===== src/rtl/wave_capture_scheduler.sv =====
// Waveform capture scheduler for a double-buffered scope display.
// Round-robins over up to four audio sources, arms on a frame pulse, waits
// for an upward zero crossing (or a sample-count timeout), then streams 256
// samples into the write half of the display RAM. The halves swap only on
// the frame pulse that follows a finished capture.

// Per-source sample decode: sign for crossing detection and the
// offset-binary byte written to the display RAM.
module wave_capture_lane (
    input  logic [15:0] sample,
    output logic        neg,
    output logic [7:0]  code
);
    assign neg  = sample[15];
    assign code = {~sample[15], sample[14:8]};
endmodule

module wave_capture_scheduler #(
    parameter int unsigned TIMEOUT = 1023
) (
    input  logic        clk,
    input  logic        reset,
    input  logic        enable,
    input  logic [3:0]  src_mask,
    input  logic [63:0] sample_in,
    input  logic [3:0]  sample_valid,
    input  logic        new_frame,
    output logic        write_en,
    output logic [8:0]  write_address,
    output logic [7:0]  write_sample,
    output logic        read_index,
    output logic [1:0]  wave_position,
    output logic [1:0]  state
);
    localparam int NUM_SRC = 4;
    localparam logic [9:0] TMO_LAST = 10'(TIMEOUT - 1);

    typedef enum logic [1:0] {
        IDLE   = 2'd0,
        ARMED  = 2'd1,
        ACTIVE = 2'd2,
        DONE   = 2'd3
    } state_t;

    state_t     st;
    logic [1:0] cur_src;
    logic [1:0] rr_ptr;
    logic       write_index;
    logic       prev_neg;
    logic [9:0] tcount;
    logic [7:0] idx;

    logic [NUM_SRC-1:0][15:0] lane_sample;
    logic [NUM_SRC-1:0]       lane_neg;
    logic [NUM_SRC-1:0][7:0]  lane_code;

    assign lane_sample = sample_in;

    genvar k;
    generate
        for (k = 0; k < NUM_SRC; k++) begin : g_lane
            wave_capture_lane u_lane (
                .sample (lane_sample[k]),
                .neg    (lane_neg[k]),
                .code   (lane_code[k])
            );
        end
    endgenerate

    // Only the selected source matters; everything else is ignored.
    logic       cur_valid;
    logic       cur_neg;
    logic [7:0] cur_code;
    logic       keep;
    logic       fire;

    assign cur_valid = sample_valid[cur_src];
    assign cur_neg   = lane_neg[cur_src];
    assign cur_code  = lane_code[cur_src];
    // A capture survives only while enabled and its source stays in the mask.
    assign keep      = enable & src_mask[cur_src];
    // Upward crossing, or the last sample the timeout allows.
    assign fire      = (prev_neg & ~cur_neg) | (tcount == TMO_LAST);

    assign state      = st;
    assign read_index = ~write_index;

    // First enabled source at or after ptr, wrapping 3->0. Scanning from the
    // far end lets the nearest hit overwrite the rest.
    function automatic logic [1:0] pick_src(input logic [1:0] ptr,
                                            input logic [3:0] mask);
        logic [1:0] sel;
        sel = ptr;
        for (int i = NUM_SRC - 1; i >= 0; i--) begin
            if (mask[ptr + 2'(i)]) sel = ptr + 2'(i);
        end
        return sel;
    endfunction

    // Capture FSM with registered RAM write port and buffer bookkeeping.
    always_ff @(posedge clk or negedge reset) begin
        if (!reset) begin
            st            <= IDLE;
            cur_src       <= 2'd0;
            rr_ptr        <= 2'd0;
            write_index   <= 1'b0;
            wave_position <= 2'd0;
            prev_neg      <= 1'b0;
            tcount        <= 10'd0;
            idx           <= 8'd0;
            write_en      <= 1'b0;
            write_address <= 9'd0;
            write_sample  <= 8'd0;
        end else begin
            write_en <= 1'b0;
            case (st)
                IDLE: begin
                    if (new_frame && enable && (src_mask != 4'd0)) begin
                        cur_src  <= pick_src(rr_ptr, src_mask);
                        prev_neg <= 1'b0;
                        tcount   <= 10'd0;
                        st       <= ARMED;
                    end
                end
                ARMED: begin
                    if (!keep) begin
                        st <= IDLE;
                    end else if (cur_valid) begin
                        if (fire) begin
                            write_en      <= 1'b1;
                            write_address <= {write_index, 8'd0};
                            write_sample  <= cur_code;
                            idx           <= 8'd1;
                            st            <= ACTIVE;
                        end else begin
                            prev_neg <= cur_neg;
                            tcount   <= tcount + 10'd1;
                        end
                    end
                end
                ACTIVE: begin
                    if (!keep) begin
                        // Partial half stays the write half; no flip.
                        st <= IDLE;
                    end else if (cur_valid) begin
                        write_en      <= 1'b1;
                        write_address <= {write_index, idx};
                        write_sample  <= cur_code;
                        idx           <= idx + 8'd1;
                        if (idx == 8'hFF) st <= DONE;
                    end
                end
                DONE: begin
                    if (!keep) begin
                        st <= IDLE;
                    end else if (new_frame) begin
                        // keep guarantees enable=1 and a non-empty mask, so
                        // the reselection always re-arms. Samples this cycle
                        // are dropped since nothing is armed yet.
                        write_index   <= ~write_index;
                        wave_position <= cur_src;
                        rr_ptr        <= cur_src + 2'd1;
                        cur_src       <= pick_src(cur_src + 2'd1, src_mask);
                        prev_neg      <= 1'b0;
                        tcount        <= 10'd0;
                        st            <= ARMED;
                    end
                end
                default: st <= IDLE;
            endcase
        end
    end
endmodule


===== config.mk =====
export PLATFORM = sky130hd
export DESIGN_NAME = wave_capture_scheduler
export DESIGN_NICKNAME = d
export VERILOG_FILES = /design/src/rtl/wave_capture_scheduler.sv
export SDC_FILE = /design/constraint.sdc
export NUM_CORES = 1
export LEC_CHECK = 0
export CAP_MARGIN = 20
export CORE_UTILIZATION = 30
export DETAILED_ROUTE_END_ITERATION = 7
export PLACE_DENSITY = 0.59
export SLEW_MARGIN = 20
export SYNTH_ARGS = -nofsm -noshare
export SYNTH_HDL_FRONTEND = slang
export SYNTH_HIERARCHICAL = 1
export SYNTH_SLANG_ARGS = --single-unit

===== constraint.sdc =====
create_clock -name clk -period 3.25 [get_ports clk]
set_clock_uncertainty 0.05 [all_clocks]
set_input_delay 0.325 -clock clk [delete_from_list [all_inputs] [get_ports clk]]
set_output_delay 0.325 -clock clk [all_outputs]
set_load 0.03 [all_outputs]

# == After elaboration in Yosys (flattened, before gate mapping) ==
# Cells that the tools add are included.
# classes
addsub,9
reduce_logical,12
eq_ne,19
muxes,84
bitwise_logic,9
n_lt_le_gt_ge,9
# ops
operator,count
$mux 8,11
$mux 10,6
$mux 9,5
$mux 2,20
$pmux 8 s2,2
$pmux 10 s3,1
$lt 2x3->1 const B,9
$bmux 1 s2,11
$mux 1,22
$ne 2x2->1 const B,9
$pmux 9 s2,1
$bmux 8 s2,1
$ne 3x3->1 const B,5
$reduce_and 6->1,2
$add 10x1->10 const B,1
$eq 10x10->1 const B,1
$add 2x2->2 const B,4
$add 8x1->8 const B,1
$eq 8x8->1 const B,1
$pmux 2 s4,1
$reduce_and 7->1,1
$add 2x1->2 const B,3
$not 1->1,6
$eq 2x2->1 const B,2
other kinds (13),16
# totals
in_bits,76
reg_bits,46
out_inout_bits,23
word_cells,153

# == Longest topological paths before layout ==
# depth
depth_word,11
depth_mapped,10
ltp_nobuf,7

# == Modules after synthesis ==
# The synthesis kept the hierarchy.
# by_module_without_submodules
mod,seq_area_each_um2,area_per_inst_um2,instances,cells_per_inst
wave_capture_scheduler,1151.1,2876.5,1,290
wave_capture_lane,0.0,63.8,4,9

# == Least setup slack after synthesis ==
# Ideal clock, no wire load.
# synth_path
path_type,flip-flop to flip-flop
from,"reg st[1], in the netlist state[1]"
to,reg tcount[4]
setup_time_ps,136
n_path_buf,3
t_required_ps,3064
path_slack_ps,774
synth_period_minus_slack_ps,2476
path_stages_with_launch,11
arrival_time_ps,2291
cell_sequence,dfrtp_1 inv_1 ha_1 clkbuf_1 nor2b_1 or3_1 clkbuf_1 or3_1 buf_2 o311ai_1 o41ai_1
# synth_via
elab_chain_cells,3
elab_cells_between_ends,12
cone_classes,eq/ne (8); mux (1); reduce/logical (3)
# synth_lines
item,line,text
start: declaration,45,state_t st;
start signal: assignment,103,st <= IDLE;
start signal: assignment,122,st <= ARMED;
start signal: assignment,127,st <= IDLE;
"$eq 2x1->1, or another cell as far along",116,case (st)
$ne 2x2->1 (no source line) / $reduce_bool 3->1 (equally long branches),-,
$reduce_and 7->1 (no source line),-,
end signal: assignment,137,tcount <= tcount + 10'd1;
end: declaration,50,logic [9:0] tcount;
# Several ways; a longest one is shown, not always the timed one.
# A chain may end at the register's enable or synchronous reset.

# == Final worst setup path ==
# layout_path
from,reg cur_src[1]
to,reg tcount[6]
# layout_via
elab_chain_cells,7
elab_cells_between_ends,15
cone_classes,eq/ne (4); mux (6); bitwise (4); reduce/logical (1)
# layout_lines
item,line,text
start: declaration,46,logic [1:0] cur_src;
start signal: assignment,119,"cur_src <= pick_src(rr_ptr, src_mask);"
start signal: assignment,163,"cur_src <= pick_src(cur_src + 2'd1, src_mask);"
$bmux 1 s2,78,assign cur_neg = lane_neg[cur_src];
$mux 1 (not written as such),78,
$not 1->1,83,assign fire = (prev_neg & ~cur_neg) | (tcount == TMO_LAST);
$and 1x1->1,83,
$or 1x1->1,83,
$ne 2x2->1 (no source line),-,
$reduce_and 7->1 (no source line) *,-,
# Every way passes the cells marked *; elsewhere a longest branch is shown, timed or not. The select of a mux whose other input is x is not followed.

==> results.md <==
- The flow ran to the end, but the final reports show violations.
- The checks that failed: hold timing.
- The height of the die is 104 microns.
- The number of flops mapped to enable cells by yosys is 0.
- The final wirelength is 6640 microns.
- The largest net degree at the start of global routing is 47.
- The top achievable clock speed is 371 MHz.
- For this design the static power due to leakage is 1.54 nW.
- In this run, distinct cell masters in the synthesized netlist total 49.
- The average vias per placed instance is about 5.0.
- The largest individual stage delay along the critical path comes from the cell sky130_fd_sc_hd__dfrtp_1.
- The tightest min-delay check is of the input port to async pin type.
- The launch instance of the worst register-to-register path is cur_src[1].
- Once the clock tree was built, the resizer swapped 0 gates to a different size.
- The number of global-route vias before repair is 2280.
- The number of buffers inserted during clock tree synthesis is 5.
- The library cell occupying the most area in the post-synthesis netlist is sky130_fd_sc_hd__dfrtp_1.
- After detailed routing, the number of remaining DRC violations is 0.
- The Yosys step of the flow raised 6 warnings.
- The arrival time of data at the critical path endpoint is roughly 2800 ps.
- For flop-to-flop paths, the worst setup slack is 550 ps.
- The total die area is 10900 sq um.
- Among all flip-flop cells after synthesis, the most frequent one is sky130_fd_sc_hd__dfrtp_1.
- The mean instance size in the synthesized netlist is 9.61 sq um.
- The type of the setup path with the least slack is flop to flop.
- The clock input transition at the sequential cells of the worst setup and hold paths is roughly 100 ps.
- The repair_antennas step left the layout with diodes totalling 0.
- On the worst path, the slowest cell contributes a delay of 670 ps.
- Of the post-synthesis cell area, the dominant cell type holds 0.368.
- The most common cell after layout, fill and taps aside is sky130_fd_sc_hd__clkdlybuf4s50_1.
- After synthesis the cells add up to approximately 3100 sq um.
- The minimum setup slack in the final design is 552 ps.
- The number of max-slew violations in the final report is 0.
- The total routing resource utilization after global routing is 0.127.
- The row count is 36.
- The maximum fanout along the worst path is 12.
- Counting flops and latches in the post-synthesis netlist gives 46.
- The root buffer cell is sky130_fd_sc_hd__clkbuf_8.
- The initial utilization of the core area, before any placement, comes to 0.315.
- Measured on the finished design, the core utilization comes to 0.379.
- The max-slew headroom at the worst pin is 0.585.
- The sequential cell area is between 1000 and 1500 sq um.
- The initial antenna violation count is 0.
- In the finished design, the share of the clock period the worst path needs comes to 0.830.
- The worst-case clock buffer depth is 2.
- The setup fix buffers added after clock tree synthesis is 0.
- For this design the ratio of total power to cell area is 694 nW/um^2.
- The average routed wire per standard cell is 13.6 microns.
- The wire-length estimate of the detail-placed layout is 4930 microns.
- At the pin with the least slew margin, the transition time is 623 ps.
- The filler cells instantiated in the layout total 971.
- The remaining number of nets flagged by the antenna check after routing is 0.
- The cell depth of the worst flop-to-flop path is 7.
- The final-report setup violation count is 0.
- The I/O pin count is between 90 and 100.
- The cell count after synthesis came out at 326.
- The clock reaches the later pin of the worst-skew pair after 300 ps.
- Of the cells placed in the final design, the portion with a size suffix greater than 1 is 0.115.
- The cell type with the highest occurrence count on the critical path is sky130_fd_sc_hd__buf_4.
- The core footprint is about 10000 sq um.
- STA puts the critical path data required time at 3400 ps.
- The signal on the critical path passes through buf_4 > mux4_2 > nor2b_1 > or3_1 > buf_4 > or2_2 > o41ai_1.
- Routability-driven placement finished with a final weighted congestion of 0.796.
- The number of buffers inserted by port buffering is 66.
- The first global-routing pass estimated between 10000 and 15000 microns of wire.
- The multi-input combinational cells in the finished layout cover a total of 1600 sq um.
- Once placement finished, the instance area stood at 3680 sq um.
- TritonCTS built the clock tree.
- The number of violations of the max-capacitance limit is 0.
- The H-tree was split into 2 levels.
- The portion of the post-synthesis area used by sequential elements is 0.368.
- The endpoint of the worst register-to-register path is tcount[6].
- Counting every net in the synthesized netlist gives 410.
- The worst slack at placement is 331 ps.
- Counting every sink on the clock net gives 46.
- The accumulated negative setup slack is 0 ps.
- The critical path launch point type is a flop.
- Setup repair after global routing left no endpoint under its margin.
- The total count of hold-check failures in the final report is 46.
- The peak supply drop is 0.356 mV.
- The kind of cell with the highest combined delay on the critical path is simple AND/OR/NAND/NOR gates.
- Counting both buffers and inverters, the worst setup path holds a total of 2.
- The number of detailed-route iterations in the first pass is 4.
- With fillers left out, the area of the finished cells amounts to between 3000 and 4000 sq um.
- In this run the number of cells on the critical path is 7.
- In this run the horizontal extent of the chip is 104 microns.
- The share of flip-flops with an asynchronous set or reset after synthesis is 1.00.
- After synthesis, the cell types taking the most area are sky130_fd_sc_hd__dfrtp_1 (37%), sky130_fd_sc_hd__buf_4 (7.9%), sky130_fd_sc_hd__mux4_2 (7.2%), sky130_fd_sc_hd__nand2_1 (4.9%), sky130_fd_sc_hd__mux2_4 (4.8%).
- Across all hold checks on the routed design, the worst slack comes to -32.9 ps.
- In this run, the number of DRC markers left after iteration 0 of detailed routing was 112.
- The endpoint of the most critical setup path is tcount[6].
- In the layout the commonest cells are sky130_fd_sc_hd__clkdlybuf4s50_1 (65), sky130_fd_sc_hd__dfrtp_1 (46), sky130_fd_sc_hd__nand2_1 (41).
- The total global routing overflow is 0.
- The relative area change from synthesis to final layout is 20.4%.
- In this run the worst setup path begins at cur_src[1].
- The number of buffers inserted by hold repair at cts is 0.
- The total chip power is 2.62 mW.
- The routed layout has 2450 vias.
- The endpoint class of the critical path is a flop.
- The layout net count is 439.
- Counting I/O delays and the setup requirement, the final critical path takes 2700 ps.
## area by class of cell
cell class / instances / area share
Clock buffer: 5 / 0.0182
Multi-Input combinational cell: 215 / 0.424
Inverter: 14 / 0.0139
Tap cell: 133 / 0.0441
Sequential cell: 46 / 0.305
Timing Repair Buffer: 73 / 0.188
Clock inverter: 3 / 0.00630
## registers in the layout, summed over array words and instances, names as in the netlist
signal	cells
prev_neg	1
idx	8
write_address	9
write_index	1
write_sample	8
tcount	10
write_en	1
rr_ptr	2
wave_position	2
state	2
cur_src	2
## worst min-delay path by stage
| stage | startpoint | slack [ps] | end | cells after the start |
|---|---|---|---|---|
| finish | reset | -30 | tcount[6] | 1 |
| global route | reset | 10 | tcount[6] | 1 |
| CTS | reset | 200 | tcount[6] | 1 |
| detailed placement | write_index | 420 | write_index | 1 |
| global placement | write_index | 420 | write_index | 1 |
| floorplan | reset | -20 | cur_src[0] | 0 |
## metal layers
metal / vias up / global-route usage / routed length [microns]
li1: 1214 / - / -
met2: 70 / 0.197 / 3010
met1: 1158 / 0.176 / 3220
met5: - / 0 / 0
met3: 8 / 0.0238 / 309
met4: 0 / 0.0429 / 96
## kinds of logic (layout without fill, tap and decap cells)
logic type / Yosys count / after routing / synth area share
xor+xnor: 2 / 2 / 0.00559
buf+inv: 65 / 95 / 0.122
mux: 27 / 27 / 0.143
compound gates: 72 / 72 / 0.156
simple gates: 106 / 106 / 0.173
flops: 46 / 46 / 0.368
fa+ha+maj: 8 / 8 / 0.0320
## worst reg2reg max path, cell delays in order, from the launching register on
cell,delay (ps)
sky130_fd_sc_hd__dfrtp_1,670
sky130_fd_sc_hd__buf_4,260
sky130_fd_sc_hd__mux4_2,270
sky130_fd_sc_hd__nor2b_1,70
sky130_fd_sc_hd__or3_1,460
sky130_fd_sc_hd__buf_4,220
sky130_fd_sc_hd__or2_2,320
sky130_fd_sc_hd__o41ai_1,260
## metrics by stage
step / hold WS (ps) / cells
2_1_floorplan: -20.6 / 326
3_3_place_gp: 417 / 481
3_5_place_dp: 419 / 481
4_1_cts: 205 / 489
5_1_grt: 11.2 / 489
6_report: -32.9 / 489
## report_power, final
part,switching (mW),internal [mW],leakage (nW)
combinational,0.708,0.646,0.888
clock,0.216,0.154,0.0408
sequential,0.176,0.716,0.611
total,1.10,1.52,1.54
## cell usage after synthesis, types with 7 or more instances
cell type	n
sky130_fd_sc_hd__mux4_2	10
sky130_fd_sc_hd__buf_4	33
sky130_fd_sc_hd__o221ai_1	7
sky130_fd_sc_hd__ha_1	8
sky130_fd_sc_hd__nand2_1	41
sky130_fd_sc_hd__and3_1	7
sky130_fd_sc_hd__nor2_1	12
sky130_fd_sc_hd__o21ai_0	22
sky130_fd_sc_hd__a21oi_1	10
sky130_fd_sc_hd__dfrtp_1	46
sky130_fd_sc_hd__nand4_1	7
sky130_fd_sc_hd__clkbuf_1	11
sky130_fd_sc_hd__inv_1	14
sky130_fd_sc_hd__mux2_4	10
Note: power is estimated with default switching activity, not from simulation.
